`src/rtl/axis_pkt_demux.sv`:
```
// Packet-granular AXI-stream demultiplexer: routes each packet to the sink chosen by
// its first-beat destination through a single output register; out-of-range packets are dropped.
module axis_pkt_demux #(
    parameter int unsigned DATA_W    = 8,
    parameter int unsigned NUM_PORTS = 4,
    parameter int unsigned DEST_W    = 3,
    parameter int unsigned CNT_W     = 16
) (
    input  logic                 clk,
    input  logic                 rst_n,
    input  logic [DATA_W-1:0]    s_data,
    input  logic                 s_valid,
    input  logic                 s_last,
    input  logic [DEST_W-1:0]    s_dest,
    output logic                 s_ready,
    output logic [DATA_W-1:0]    m_data,
    output logic [NUM_PORTS-1:0] m_valid,
    output logic                 m_last,
    input  logic [NUM_PORTS-1:0] m_ready,
    output logic [CNT_W-1:0]     drop_cnt,
    output logic                 busy
);
    localparam int unsigned DEST_XW = DEST_W + 1;

    typedef enum logic [1:0] {IDLE, PKT, DROP} state_t;

    state_t               state, state_d;
    logic [DEST_W-1:0]    sel, sel_d;
    logic [DEST_W-1:0]    route_c;
    logic                 route_ok_c;
    logic [NUM_PORTS-1:0] route_oh_c;
    logic                 buf_valid_c;
    logic                 drain_c;
    logic                 accept_c;
    logic                 load_c;
    logic                 drop_inc_c;

    // m_valid is kept one-hot, so it doubles as the output-register occupancy and port
    assign buf_valid_c = |m_valid;
    assign drain_c     = |(m_valid & m_ready);
    assign s_ready     = !route_ok_c || !buf_valid_c || drain_c;
    assign accept_c    = s_valid && s_ready;
    assign load_c      = accept_c && route_ok_c;
    assign busy        = (state != IDLE) || buf_valid_c;

    // Route selection: first beat uses s_dest, later beats use the latched sel
    always_comb begin
        route_c    = sel;
        route_ok_c = 1'b0;
        route_oh_c = '0;
        case (state)
            IDLE: begin
                route_c    = s_dest;
                route_ok_c = ({1'b0, s_dest} < DEST_XW'(NUM_PORTS));
            end
            PKT:     route_ok_c = 1'b1;
            default: route_ok_c = 1'b0;
        endcase
        for (int i = 0; i < NUM_PORTS; i++) begin
            route_oh_c[i] = (route_c == DEST_W'(i));
        end
    end

    always_ff @(posedge clk or negedge rst_n) begin
        if (!rst_n) begin
            state <= IDLE;
            sel   <= '0;
        end else begin
            state <= state_d;
            sel   <= sel_d;
        end
    end

    always_comb begin
        state_d    = state;
        sel_d      = sel;
        drop_inc_c = 1'b0;
        if (accept_c) begin
            case (state)
                IDLE: begin
                    if (route_ok_c) begin
                        if (!s_last) begin
                            state_d = PKT;
                            sel_d   = s_dest;
                        end
                    end else if (!s_last) begin
                        state_d = DROP;
                    end else begin
                        drop_inc_c = 1'b1;
                    end
                end
                PKT: begin
                    if (s_last) state_d = IDLE;
                end
                DROP: begin
                    if (s_last) begin
                        state_d    = IDLE;
                        drop_inc_c = 1'b1;
                    end
                end
                default: state_d = IDLE;
            endcase
        end
    end

    // Output register: a new load may replace a beat draining in the same cycle
    always_ff @(posedge clk or negedge rst_n) begin
        if (!rst_n) begin
            m_valid <= '0;
            m_data  <= '0;
            m_last  <= 1'b0;
        end else if (load_c) begin
            m_valid <= route_oh_c;
            m_data  <= s_data;
            m_last  <= s_last;
        end else if (drain_c) begin
            m_valid <= '0;
        end
    end

    always_ff @(posedge clk or negedge rst_n) begin
        if (!rst_n) begin
            drop_cnt <= '0;
        end else if (drop_inc_c && (drop_cnt != '1)) begin
            drop_cnt <= drop_cnt + CNT_W'(1);
        end
    end
endmodule
```
`config.mk`:
```
export PLATFORM = sky130hd
export DESIGN_NAME = axis_pkt_demux
export DESIGN_NICKNAME = d
export VERILOG_FILES = /design/src/rtl/axis_pkt_demux.sv
export SDC_FILE = /design/constraint.sdc
export NUM_CORES = 1
export LEC_CHECK = 0
export BUFFER_PORTS_ARGS = -buffer_cell sky130_fd_sc_hd__buf_2
export CAP_MARGIN = 30
export CORE_MARGIN = 2
export CORE_UTILIZATION = 45
export DETAILED_ROUTE_END_ITERATION = 6
export PLACE_DENSITY = 0.71
export SETUP_SLACK_MARGIN = 0.05
export SLEW_MARGIN = 20
export SYNTH_ARGS = -nofsm -noshare
export SYNTH_HDL_FRONTEND = slang
export SYNTH_SLANG_ARGS = --single-unit
```
`constraint.sdc`:
```
create_clock -name clk -period 4.8 [get_ports clk]
set_clock_uncertainty 0.1 [all_clocks]
set_input_delay 0.96 -clock clk [delete_from_list [all_inputs] [get_ports clk]]
set_output_delay 0.96 -clock clk [all_outputs]
set_load 0.005 [all_outputs]
```
# == Word-level counts from Yosys, hierarchy flattened ==
# Index checks and enable logic that the tools add are counted.
# Widths: inputs -> output; s select.
# word_totals
reg_bits,34
in_bits,19
out_inout_bits,31
elab_cells,48
# op_classes
add_sub_neg,1
order_cmp,1
n_eq_ne,8
n_mux,13
n_bitwise,2
n_reduce_logical,17
# ops
op,count
$add 16x1->16 const B,1
$ne 16x16->1 const B,1
$mux 2,4
$mux 4,2
$reduce_or 4->1,2
$eq 3x2->1 const B,2
$and 4x4->4,1
$pmux 1 s2,2
$pmux 2 s2,1
$reduce_and 4->1,1
$reduce_bool 2->1,2
$eq 3x1->1 const B,1
$logic_and 1x1->1,3
$logic_not 3->1,1
$logic_or 1x1->1,3
$lt 3x3->1 const B,1
$mux 1,3
$mux 3,1
$reduce_and 3->1,1
$eq 2x1->1 const B,1
$eq 2x2->1 const B,1
$logic_not 1->1,2
$logic_not 2->1,1
$ne 2x1->1 const B,1
3 further kinds,3

# == Depth between registers and ports, before layout ==
# logic_depth
word_depth,8
ltp_mapped,8
mapped_depth_nobuf,7

# == Least setup slack after synthesis ==
# No wires, ideal clock.
# synth_timing
path_type,input to output
start,in m_ready[2]
end,out s_ready
t_arrival_ns,1.696
t_required_ns,3.740
path_slack_ns,2.044
path_stages,3
path_buffers,0
path_cell_list,a22o_1 -> a221oi_4 -> nand3_1
# synth_via
elab_chain_len,3
# synth_lines
item,line,text
start: declaration,19,"input logic [NUM_PORTS-1:0] m_ready,"
$and 4x4->4,40,assign drain_c = |(m_valid & m_ready);
$reduce_or 4->1,40,
$logic_or 1x1->1,41,assign s_ready = !route_ok_c || !buf_valid_c || drain_c;
end: declaration,15,"output logic s_ready,"
# Every way passes these cells.

# == Worst setup path in the final report ==
# Same ends and word-level chain as after synthesis.

==> key figures <==
Critical path
  • Crit. End Element: output pin
  • Worst flop-to-flop path endpoint: sel[2]$_DFFE_PN0P_
  • Worst-path maximum fanout: 8
  • Startpoint types: input pin
  • Crit-path max cell delay: 380 ps
  • CP dominant cell by count: buf_2
  • Total stage count of the critical path: 5
  • Critical Path AT: 2030 ps
  • CP Launch Point: m_ready[2]
  • Req. time, crit path: 3740 ps
  • Cell family with most CP delay: compound AO/OA/AOI/OAI gates
  • Crit Reg-Reg Startpoint: state[0]$_DFFE_PN0P_
  • Setup CP Type: in2out
  • Register-to-Register Path Depth: 7
  • R2r setup slk: 2150 ps
  • Cell Chain, Critical Path: buf_2, a22o_1, a221oi_4, nand3_1, buf_2
  • Worst setup endpoint: s_ready
  • Slowest CP cell: a221oi_4
  • WP buf/inv: 2

Synthesis
  • Top cell type's share of synthesized area: 0.496
  • Cell variety after synth: 39
  • Post-synthesis cell count: 143
  • Post-synth EDFFs: 0
  • Largest area contributor in the netlist: dfrtp_1
  • Seq/Total Area, Yosys: 0.496
  • Avg Inst Size Synth: 12.0 um^2
  • Ys async rst share: 1.00
  • Synth warn: 0
  • Syn_nets: 166
  • Synth area leaders: dfrtp_1 (50%), mux2_2 (8.5%), xnor2_1 (3.6%)
  • Synth Cell Area: 1710 um^2
  • Most used DFF post-synth: dfrtp_1
  • Yosys reg bits: 34

Final layout
  • Ant diodes: 0
  • Final Non-Filler Cells: 245
  • Final #Nets: 220
  • Share of cells above drive strength 1: 0.381
  • Fillers: 317
  • Commonest non-fill, non-tap cell in the layout: buf_2
  • Area growth, synth to finish: 21.5%
  • Commonest non-fill, non-tap cells in the layout: buf_2 (49), dfrtp_1 (34), mux2_2 (13), nand2_1 (10)

Power and ir drop
  • Static Leak: 0.00100 uW
  • Peak VDD IR: 0.295 mV
  • Power Density: 489 nW/um^2

Clock network
  • Worst skew pair latency: 280 ps
  • CTS clock-pin slew for the worst setup and hold paths: 60 ps
  • Clock root cell: clkbuf_8
  • Post-CTS setup buffers: 0
  • Post-cts resize count: 0
  • TritonCTS clock tree: yes
  • Clk sinks: 34
  • Max clock buf depth: 2
  • Clock H-tree levels: 2
  • CTS Hold Bufs: 0
  • CTS buffer count: 5

Detailed routing
  • Vias: 1331
  • Routed vias/inst: 5.43
  • Final ANT Viol Nets: 0
  • Initial drt markers: 54
  • DRT Pass-1 Iters: 4
  • Post-Route WL: 3530 um
  • Drt wl/cell: 14.4 um
  • # DRC: 0

Floorplan
  • Top Ports: 50
  • Initial Utilization: 0.468
  • Die width: 65.7 um
  • Row cnt: 22
  • Die Y-Extent: 65.7 um
  • Core Region: 3660 um^2
  • Total die area: 4320 um^2

Place
  • DP Cell Count: 238
  • I/O Buffers: 49
  • RD Place Congestion: 0.807
  • Detailed Place HPWL: 2660 um
  • Pre-CTS setup slack: 1710 ps

STA
  • Final Hold Fails: 0
  • Setup TNS: 0 ps
  • Final worst setup slack: 1710 ps
  • Final setup vio count: 0
  • Measured slew at the worst slew-check pin: 827 ps
  • Maximum clock rate: 324 MHz
  • Slew Viols, Final: 0
  • RSZ-0062 raised after global routing: false
  • Relative slew slack: 0.444
  • Final Cycle Share: 0.643
  • Hold Slack: 396 ps
  • Min Tclk post-route: 3090 ps

Global route
  • Largest net degree at the start of global routing: 35
  • Initial antenna violation count: 0
  • Vias in the first global route: 1356
  • Global-route usage over all layers: 0.185
  • First-pass GRT wire length: 6040 um
  • Overflow after GRT: 0

Hold path
  • Hold WC Path Type: reg2reg
  • Hold depth: 1

Flow run
  • Max-cap violations: 0

Status
  • Run status: finished, final reports clean
-- cell families (layout without fill, tap and decap cells) --
group                    after synthesis  in the layout  synth area share
flip-flops                            34             34             0.496
adder cells (fa/ha/maj)                4              4            0.0292
buffers and inverters                  7             61            0.0182
AND/OR/NAND/NOR                       51             51             0.183
AO/OA/AOI/OAI                         19             19             0.110
XOR/XNOR                              14             14            0.0715
multiplexers                          14             14            0.0912
-- per-layer routing --
metal,vias up,track usage,part of all wire
met4,0,0.0599,0.012
met5,-,0,0
met2,47,0.318,0.50
met1,638,0.215,0.43
li1,640,-,-
met3,6,0.0634,0.061
-- worst min path at each step --
stage,end,start
final,drop_cnt[5]$_DFFE_PN0P_,drop_cnt[5]$_DFFE_PN0P_
after global routing,drop_cnt[5]$_DFFE_PN0P_,drop_cnt[5]$_DFFE_PN0P_
after CTS,drop_cnt[5]$_DFFE_PN0P_,drop_cnt[5]$_DFFE_PN0P_
after detailed placement,sel[1]$_DFFE_PN0P_,sel[1]$_DFFE_PN0P_
after global placement,drop_cnt[5]$_DFFE_PN0P_,drop_cnt[5]$_DFFE_PN0P_
after floorplan,sel[1]$_DFFE_PN0P_,sel[1]$_DFFE_PN0P_
-- Yosys cell counts, types with 2 or more instances --
cell      count
a22o_1        4
nor2b_1       2
a32o_1        2
ha_1          4
nand2_1      10
nand3_1       6
dfrtp_1      34
nor4_1        2
nand2b_1      4
nand4_1       7
and3b_1       2
mux2_2       13
xor2_1        7
xnor2_1       7
inv_1         5
a31oi_1       2
nor2_1        7
o21ai_0       2
and3_1        2
nor3_1        2
-- power by group --
part           internal (uW)  total, uW  switching, uW
logic                    198        383            185
registers                371        442           71.6
clock network           99.7        194           94.1
-- state kept, by name, summed over array words and instances, names as in the netlist --
name,flops
drop_cnt,16
m_data,8
m_last,1
m_valid,4
sel,3
state,2
-- metrics by stage --
| step | instance area, um^2 | power [uW] | util |
|---|---|---|---|
| 6_report | 2080 | 1020 | 0.569 |
| 5_1_grt | 2080 | 1100 | 0.569 |
| 4_1_cts | 2080 | 1030 | 0.569 |
| 3_5_place_dp | 2010 | 833 | 0.548 |
| 3_3_place_gp | 2010 | 808 | 0.548 |
| 2_1_floorplan | 1710 | 691 | - |
-- cell type report --
class,instances,area (um^2),area share
clock buffers,7,76.3,0.0366
inverters,5,18.8,0.00901
multi-input cells,102,832,0.399
flip-flops and latches,34,851,0.408
well taps,48,60.1,0.0288
repair buffers,49,245,0.118
(Power assumes the default switching activity.)
